**config.mk**
```make
export PLATFORM = sky130hd
export DESIGN_NAME = vtimer_multi
export DESIGN_NICKNAME = d
export VERILOG_FILES = /design/src/rtl/vtimer_pkg.sv /design/src/rtl/vtimer_channel.sv /design/src/rtl/vtimer_multi.sv
export SDC_FILE = /design/constraint.sdc
export NUM_CORES = 1
export LEC_CHECK = 0
export ABC_AREA = 1
export CAP_MARGIN = 10
export CORE_MARGIN = 2
export CORE_UTILIZATION = 49
export CTS_CLUSTER_DIAMETER = 120
export DETAILED_ROUTE_END_ITERATION = 16
export PLACE_DENSITY = 0.75
export SETUP_SLACK_MARGIN = 0.4
export SLEW_MARGIN = 40
export SYNTH_ARGS = -nofsm -noshare
export SYNTH_HDL_FRONTEND = slang
export SYNTH_SLANG_ARGS = --single-unit
```
**constraint.sdc**
```tcl
create_clock -name clk -period 3.3 [get_ports clk]
set_clock_uncertainty 0.1 [all_clocks]
set_input_delay 0.66 -clock clk [delete_from_list [all_inputs] [get_ports clk]]
set_output_delay 0.66 -clock clk [all_outputs]
set_load 0.03 [all_outputs]
```
**src/rtl/vtimer_pkg.sv**
```systemverilog
// Shared definitions for the multi-channel interval timer: counter control codes
// and channel mode encodings.
package vtimer_pkg;

    typedef enum logic [1:0] {
        CTRL_NONE = 2'd0,
        CTRL_LOAD = 2'd1,
        CTRL_INCR = 2'd2,
        CTRL_DECR = 2'd3
    } ctrl_e;

    localparam logic MODE_PERIODIC = 1'b0;
    localparam logic MODE_ONESHOT  = 1'b1;

endpackage

```
**src/rtl/vtimer_channel.sv**
```systemverilog
// One timer channel: tick counter with terminal compare, elapsed/done flops and,
// when VTIMER_IRQ_STICKY_EN is defined, a sticky interrupt flop.
module vtimer_channel
    import vtimer_pkg::*;
#(
    parameter int WIDTH = 32
) (
    input  logic             clk,
    input  logic             sync_reset,
    input  logic             i_tick,
    input  logic             i_en,
    input  logic             i_oneshot,
    input  logic             i_clear,
    input  logic [WIDTH-1:0] i_terminal,
    input  logic             i_irq_ack,
    output logic [WIDTH-1:0] o_count,
    output logic             o_elapsed,
    output logic             o_done,
    output logic             o_irq
);

    localparam logic [WIDTH-1:0] ONE = WIDTH'(1);

    logic [WIDTH-1:0] r_cnt;
    logic             r_elapsed;
    logic             r_done;
    logic             w_active;
    logic             w_at_term;
    logic             w_event;
    ctrl_e            w_ctrl;

    assign w_active  = i_tick & i_en & ~r_done;
    // >= rather than == so a terminal lowered below the live count still fires
    assign w_at_term = (r_cnt >= i_terminal);
    assign w_event   = w_active & w_at_term & ~i_clear;

    always_comb begin
        w_ctrl = CTRL_NONE;
        if (i_clear) begin
            w_ctrl = CTRL_LOAD;
        end else if (w_active) begin
            if (!w_at_term) begin
                w_ctrl = CTRL_INCR;
            end else if (i_oneshot == MODE_PERIODIC) begin
                w_ctrl = CTRL_LOAD;
            end
        end
    end

    always_ff @(posedge clk) begin
        if (sync_reset) begin
            r_cnt     <= '0;
            r_elapsed <= 1'b0;
            r_done    <= 1'b0;
        end else begin
            case (w_ctrl)
                CTRL_LOAD: r_cnt <= '0;
                CTRL_INCR: r_cnt <= r_cnt + ONE;
                CTRL_DECR: r_cnt <= r_cnt - ONE;
                default:   r_cnt <= r_cnt;
            endcase
            r_elapsed <= w_event;
            if (i_clear) begin
                r_done <= 1'b0;
            end else if (w_event && (i_oneshot == MODE_ONESHOT)) begin
                r_done <= 1'b1;
            end
        end
    end

`ifdef VTIMER_IRQ_STICKY_EN
    logic r_irq;

    // a new event wins over an acknowledge arriving in the same cycle
    always_ff @(posedge clk) begin
        if (sync_reset) begin
            r_irq <= 1'b0;
        end else if (w_event) begin
            r_irq <= 1'b1;
        end else if (i_irq_ack) begin
            r_irq <= 1'b0;
        end
    end

    assign o_irq = r_irq;
`else
    logic w_unused_ack;

    assign w_unused_ack = i_irq_ack;
    assign o_irq        = r_elapsed;
`endif

    assign o_count   = r_cnt;
    assign o_elapsed = r_elapsed;
    assign o_done    = r_done;

endmodule

```
**src/rtl/vtimer_multi.sv**
```systemverilog
// Multi-channel programmable interval timer: shared prescaler tick feeding NUM_CH
// channel counters. VTIMER_IRQ_STICKY_EN selects sticky interrupts per channel.
module vtimer_multi
    import vtimer_pkg::*;
#(
    parameter int WIDTH  = 32,
    parameter int PRE_W  = 16,
    parameter int NUM_CH = 4
) (
    input  logic                    clk,
    input  logic                    sync_reset,
    input  logic                    enable,
    input  logic [PRE_W-1:0]        prescale,
    input  logic [NUM_CH-1:0]       ch_en,
    input  logic [NUM_CH-1:0]       ch_oneshot,
    input  logic [NUM_CH-1:0]       ch_clear,
    input  logic [NUM_CH*WIDTH-1:0] ch_terminal,
    output logic [NUM_CH*WIDTH-1:0] ch_count,
    output logic [NUM_CH-1:0]       ch_elapsed,
    output logic [NUM_CH-1:0]       ch_done,
    output logic [NUM_CH-1:0]       irq,
    input  logic [NUM_CH-1:0]       irq_ack
);

    localparam logic [PRE_W-1:0] PRE_ONE = PRE_W'(1);

    logic [PRE_W-1:0] r_pre_cnt;
    logic             w_tick;

    // >= lets a prescale lowered below the live count wrap on the next cycle
    assign w_tick = enable & (r_pre_cnt >= prescale);

    always_ff @(posedge clk) begin
        if (sync_reset) begin
            r_pre_cnt <= '0;
        end else if (enable) begin
            if (w_tick) begin
                r_pre_cnt <= '0;
            end else begin
                r_pre_cnt <= r_pre_cnt + PRE_ONE;
            end
        end
    end

    for (genvar g = 0; g < NUM_CH; g++) begin : g_ch
        vtimer_channel #(
            .WIDTH (WIDTH)
        ) u_ch (
            .clk        (clk),
            .sync_reset (sync_reset),
            .i_tick     (w_tick),
            .i_en       (ch_en[g]),
            .i_oneshot  (ch_oneshot[g]),
            .i_clear    (ch_clear[g]),
            .i_terminal (ch_terminal[g*WIDTH +: WIDTH]),
            .i_irq_ack  (irq_ack[g]),
            .o_count    (ch_count[g*WIDTH +: WIDTH]),
            .o_elapsed  (ch_elapsed[g]),
            .o_done     (ch_done[g]),
            .o_irq      (irq[g])
        );
    end

endmodule

```
# Word-level counts from Yosys, hierarchy flattened
# Index checks and enable logic that the tools add are counted.
# totals
ff_bits	152
wordCells	97
in_bits	163
out_inout_bits	140
# classes
n_addsub	9
bitwise	25
eq_ne	12
muxes	21
magnitude_cmp	5
reduce_logical	12
# op_table
op	count
32-bit one-hot mux with 3 select lines	4
32-bit by 1-bit adder with 32-bit output, second input constant	4
32-bit greater-or-equal comparator	4
32-bit by 1-bit subtractor with 32-bit output, second input constant	4
2-bit 2-to-1 mux	12
1-bit bitwise AND	17
16-bit by 1-bit adder with 16-bit output, second input constant	1
2-bit == test, second input constant	8
16-bit greater-or-equal comparator	1
16-bit 2-to-1 mux	1
3-bit nonzero test	4
2-bit by 1-bit == test with 1-bit output, second input constant	4
1-bit NOT	8
2-bit OR reduction	4
1-bit logical AND	4
1-bit 2-to-1 mux	4

# Longest topological paths before layout
# logic_depth
depth_word	8
ltp_mapped	18
mapped_depth_nobuf	17

# Modules after synthesis
# Synthesis repeated with hierarchy kept, for this count alone.
# hier_totals
hier_cells	2863
area_unflattened_um2	17779.6
# modules_own_cells
mod	n_inst	area_per_inst_um2	seq_area_each_um2	cells_per_inst
vtimer_channel at g_ch[1].u_ch ...	3	4135.2	680.7	671
vtimer_channel at g_ch[0].u_ch	1	4157.7	680.7	678
vtimer_multi	1	1216.2	320.3	172

# Worst setup path after synthesis
# OpenSTA, ideal clock, no wires.
# synth_path
kind	reg-to-reg
start	reg g_ch[2].u_ch.r_cnt[0]
end	reg g_ch[2].u_ch.r_cnt[18]
path_buffers	0
slack_ns	0.992
period_less_slack_ns	2.308
stages_incl_launch_ff	14
arrival_ns	2.137
setup_ns	0.071
cell_sequence	dfxtp_1 -> inv_1 -> fa_1 -> nand3b_1 -> nand2_1 -> nand2_1 -> nand2_1 -> nand2_1 -> nand2_1 -> nand3_1 -> nand2_1 -> xor2_1 -> nand2_1 -> a21oi_2
# synth_via
elab_chain_len	6
elab_cells_between_ends	11
classes_between	add/sub (2); order compare (1); eq/ne (3); mux (4); reduce/logical (1)
# synth_rtl
item	line_no	text
start: declaration	vtimer_channel.sv:24	logic [WIDTH-1:0] r_cnt;
start signal: assignment	vtimer_channel.sv:58	CTRL_INCR: r_cnt <= r_cnt + ONE;
start signal: assignment	vtimer_channel.sv:59	CTRL_DECR: r_cnt <= r_cnt - ONE;
start signal: assignment	vtimer_channel.sv:60	default: r_cnt <= r_cnt;
32-bit greater-or-equal comparator	vtimer_channel.sv:34	assign w_at_term = (r_cnt >= i_terminal);
2-bit 2-to-1 mux	vtimer_channel.sv:42	if (!w_at_term) begin
2-bit 2-to-1 mux	vtimer_channel.sv:41	end else if (w_active) begin
2-bit 2-to-1 mux	vtimer_channel.sv:39	if (i_clear) begin
2-bit == test / 2-bit by 1-bit == test with 1-bit output (equally long branches)	vtimer_channel.sv:56	case (w_ctrl)
32-bit one-hot mux with 3 select lines / 3-bit nonzero test (equally long branches)	-	
# Parallel ways exist; a longest one is shown, timed or not.
# A chain may end at the register's enable or synchronous reset.

# Final worst setup path
# layout_path
start	in ch_terminal[15]
end	reg g_ch[0].u_ch.r_cnt[26]
# layout_via
elab_chain_len	6
elab_cells_between_ends	9
classes_between	order compare (1); eq/ne (3); mux (4); reduce/logical (1)
# layout_rtl
item	line_no	text
start: declaration	vtimer_multi.sv:17	input logic [NUM_CH*WIDTH-1:0] ch_terminal,
32-bit greater-or-equal comparator *	vtimer_channel.sv:34	
2-bit 2-to-1 mux *	vtimer_channel.sv:42	
2-bit 2-to-1 mux *	vtimer_channel.sv:41	
2-bit 2-to-1 mux *	vtimer_channel.sv:39	
2-bit == test / 2-bit by 1-bit == test with 1-bit output (equally long branches)	vtimer_channel.sv:56	
32-bit one-hot mux with 3 select lines / 3-bit nonzero test (equally long branches)	-	
end signal: assignment	vtimer_channel.sv:58	
end signal: assignment	vtimer_channel.sv:59	
end signal: assignment	vtimer_channel.sv:60	
end: declaration	vtimer_channel.sv:24	
# Every way passes the cells marked *; elsewhere a longest branch is shown, timed or not.

==> flow_metrics.py <==
metrics = {
    "routing": {
        "vias": 19300,
        "route.antenna.remaining_nets": 0,
        "routedWlPerCell_um": 14.6,
        "drt_wl_total_mm": 54.8,
        "drt_first_iter_violations": 1061,
        "drt-pass1-iter-count": 5,
        "post-route-drc-count": 0,
        "via_per_inst": 5.16,
    },
    "synth": {
        "synth_largest_area_cell": "ha_1",
        "syn_area_per_cell_um2": 6.27,
        "synth_edf_count": 0,
        "yosys_register_bits": 152,
        "yosysWarnings": 0,
        "synth_ff_type": "dfxtp_1",
        "synth_seq_area_share_pct": 16.9,
        "ys_types": 44,
        "synthCells": 2867,
        "synthArstFlopShare_pct": 0,
        "synth_area_leaders": "ha_1 (18%), dfxtp_1 (17%), nand2_1 (17%)",
        "syn_area_um2": 18000,
        "synth_top_area_share_pct": 18.4,
    },
    "pwr": {
        "pwr_density_cell_nw_per_um2": 221,
        "finalPower_mw": 4.97,
        "p_leak_nw": 11.6,
        "irDropWorstVdd_mv": 0.389,
    },
    "setup_path": {
        "crit_arrival_ps": 2980,
        "start_kind": "input port",
        "required_ps": 3570,
        "path_class": "in2reg",
        "rr_worst_depth": 16,
        "endpoint_kind": "flip-flop",
        "worstPathMaxFanout": 16,
        "r2r_slack_ps": 770,
    },
    "floorplanning": {
        "dieHeight_um": 196,
        "ios": 303,
        "coreArea_um2": 36300,
        "start_util_pct": 49.5,
        "fp.dieArea_um2": 38200,
        "dieWidth_um": 196,
        "rows": 70,
    },
    "clocking": {
        "cts_tree": "done",
        "numCtsBuffers": 17,
        "clockBufferDepth": 2,
        "clk-insertion-delay-late_ps": 450,
        "cts_root_buf": "clkbuf_16",
        "cts_hold_buf": 0,
        "cts.sinks": 152,
        "clkTransAtPathRegs_ps": 70,
        "cts_resized": 0,
        "ctsHtreeMaxLevel": 4,
        "cts_setup_buffers": 0,
    },
    "sta": {
        "finalSetupTns_ps": 0,
        "min_period_ps": 2710,
        "slew_violations": 0,
        "setup_viol": 0,
        "rsz0062_at_grt": "false",
        "finalHoldViolCount": 0,
        "period_share_pct": 82.1,
        "slew_headroom_pct": 49.2,
        "max_freq_ghz": 0.369,
        "tightest_slew_ps": 762,
    },
    "run_status": {
        "status": "complete, no violations",
    },
    "finish": {
        "final_layout_size_suffix_gt1_share_pct": 4.71,
        "fillers": 3455,
        "regArea_um2": 3040,
        "multi_input_area_um2": 13300,
        "syn2layout_area_growth_pct": 25.1,
        "final_cell_mix": "nand2_1 (802), inv_1 (444), a21oi_1 (310), clkdlybuf4s50_1 (297), ha_1 (265)",
        "nets": 3693,
        "utilization_pct": 61.9,
        "final_common_cell": "nand2_1",
    },
    "placement": {
        "dpl.hpwl_mm": 43.9,
        "port_buffers": 298,
        "routabilityCongestion": 0.969,
    },
    "grt": {
        "grt_pass1_wl_mm": 89.8,
        "grt_pass1_vias": 18500,
        "antenna_found_initial": 3,
        "track_usage_pct": 28.6,
        "grt_max_degree": 129,
        "grt-ovfl-total": 0,
    },
    "worst_hold_path": {
        "hold_path_class": "reg2reg",
        "worstHoldPathCells": 2,
    },
    "flow_run": {
        "drv_cap": 0,
    },
}
power by group:
part           total [mW]  internal (mW)  leakage, nW  switching [mW]
sequential           1.84           1.84         1.22         0.00434
combinational       0.812          0.353         10.0           0.459
clock                2.32           1.41        0.322           0.908
final cells by class:
| class | instances | area share (%) |
|---|---|---|
| Antenna cell | 2 | 0.0222 |
| Clock buffer | 17 | 1.89 |
| Clock inverter | 14 | 1.02 |
| Inverter | 450 | 7.51 |
| Multi-Input combinational cell | 2323 | 59.0 |
| Sequential cell | 152 | 13.5 |
| Tap cell | 468 | 2.60 |
| Timing Repair Buffer | 317 | 14.4 |
state kept, by name, indices dropped and copies added, names as in the netlist:
name / flops
g_ch.u_ch.o_done: 4
g_ch.u_ch.o_count: 128
r_pre_cnt: 16
g_ch.u_ch.o_elapsed: 4
worst paths after layout:
check / startpoint / end
worst min-delay path: g_ch[0].u_ch.o_done / g_ch[0].u_ch.o_done
worst max-delay path: ch_terminal[15] / g_ch[0].u_ch.o_count[26]
worst max register to register: g_ch[0].u_ch.o_count[0] / g_ch[0].u_ch.o_count[26]
worst min register to register: g_ch[0].u_ch.o_done / g_ch[0].u_ch.o_done
critical path, cell delays in order:
cell and delay (ps):
clkdlybuf4s50_1 450, inv_1 40, ha_1 300, nand4_1 140, nor2_1 160, o21ai_0 100
inv_1 60, nand2_1 90, nand2_2 110, nand2_1 80, nand2_2 140, nand2_1 80
nand2_2 130, clkbuf_16 200, nand3_1 70, a21oi_1 140
synthesized netlist by cell type, types with 2 or more instances:
library cell	instances
nand4_4	3
clkbuf_1	22
nor3b_1	2
a21o_1	15
a21oi_1	310
nand3_2	39
ha_1	265
o21a_1	7
nor3_1	28
fa_1	4
nand2_8	2
nor2_2	4
inv_2	2
clkinv_1	4
or2_2	2
nand3_1	182
and3_1	3
nand2_2	7
and2_1	5
buf_2	7
o21bai_1	20
nand4_1	35
o21ai_0	84
dfxtp_1	152
xor2_1	77
buf_4	26
inv_1	444
nor4_2	3
nor2_1	225
buf_12	3
a21boi_0	3
xnor2_1	11
a21oi_2	30
conb_1	2
a31oi_1	4
nor2_4	5
nand2_4	4
nand2_1	803
nand3b_1	10
buf_6	6
nor4_1	4
metrics by stage:
step	cells	cell area (µm²)	hold WS (ps)	setup slack, ps
2_1_floorplan	2989	18400	346	992
3_3_place_gp	3709	21800	359	156
3_5_place_dp	3709	21800	366	76.9
4_1_cts	3740	22500	375	535
5_1_grt	3743	22500	414	406
6_report	3743	22500	374	590
kinds of logic (layout without fill, tap and decap cells):
logic type      count (synthesis)  count (layout)  share of synthesized area (%)
compound gates                475             475                           14.5
other cells                     2             126                         0.0418
simple gates                 1367            1367                           33.5
buf+inv                       514             798                           11.8
xor+xnor                       88              88                           4.29
flops                         152             152                           16.9
fa+ha+maj                     269             269                           18.9
layer usage:
layer / GRT usage [%] / part of all wire, %
met1: 38.1 / 48
met2: 48.8 / 46
met3: 3.39 / 4.8
met4: 7.29 / 1.7
met5: 0 / 0.024
Note: power is estimated with default switching activity, not from simulation.
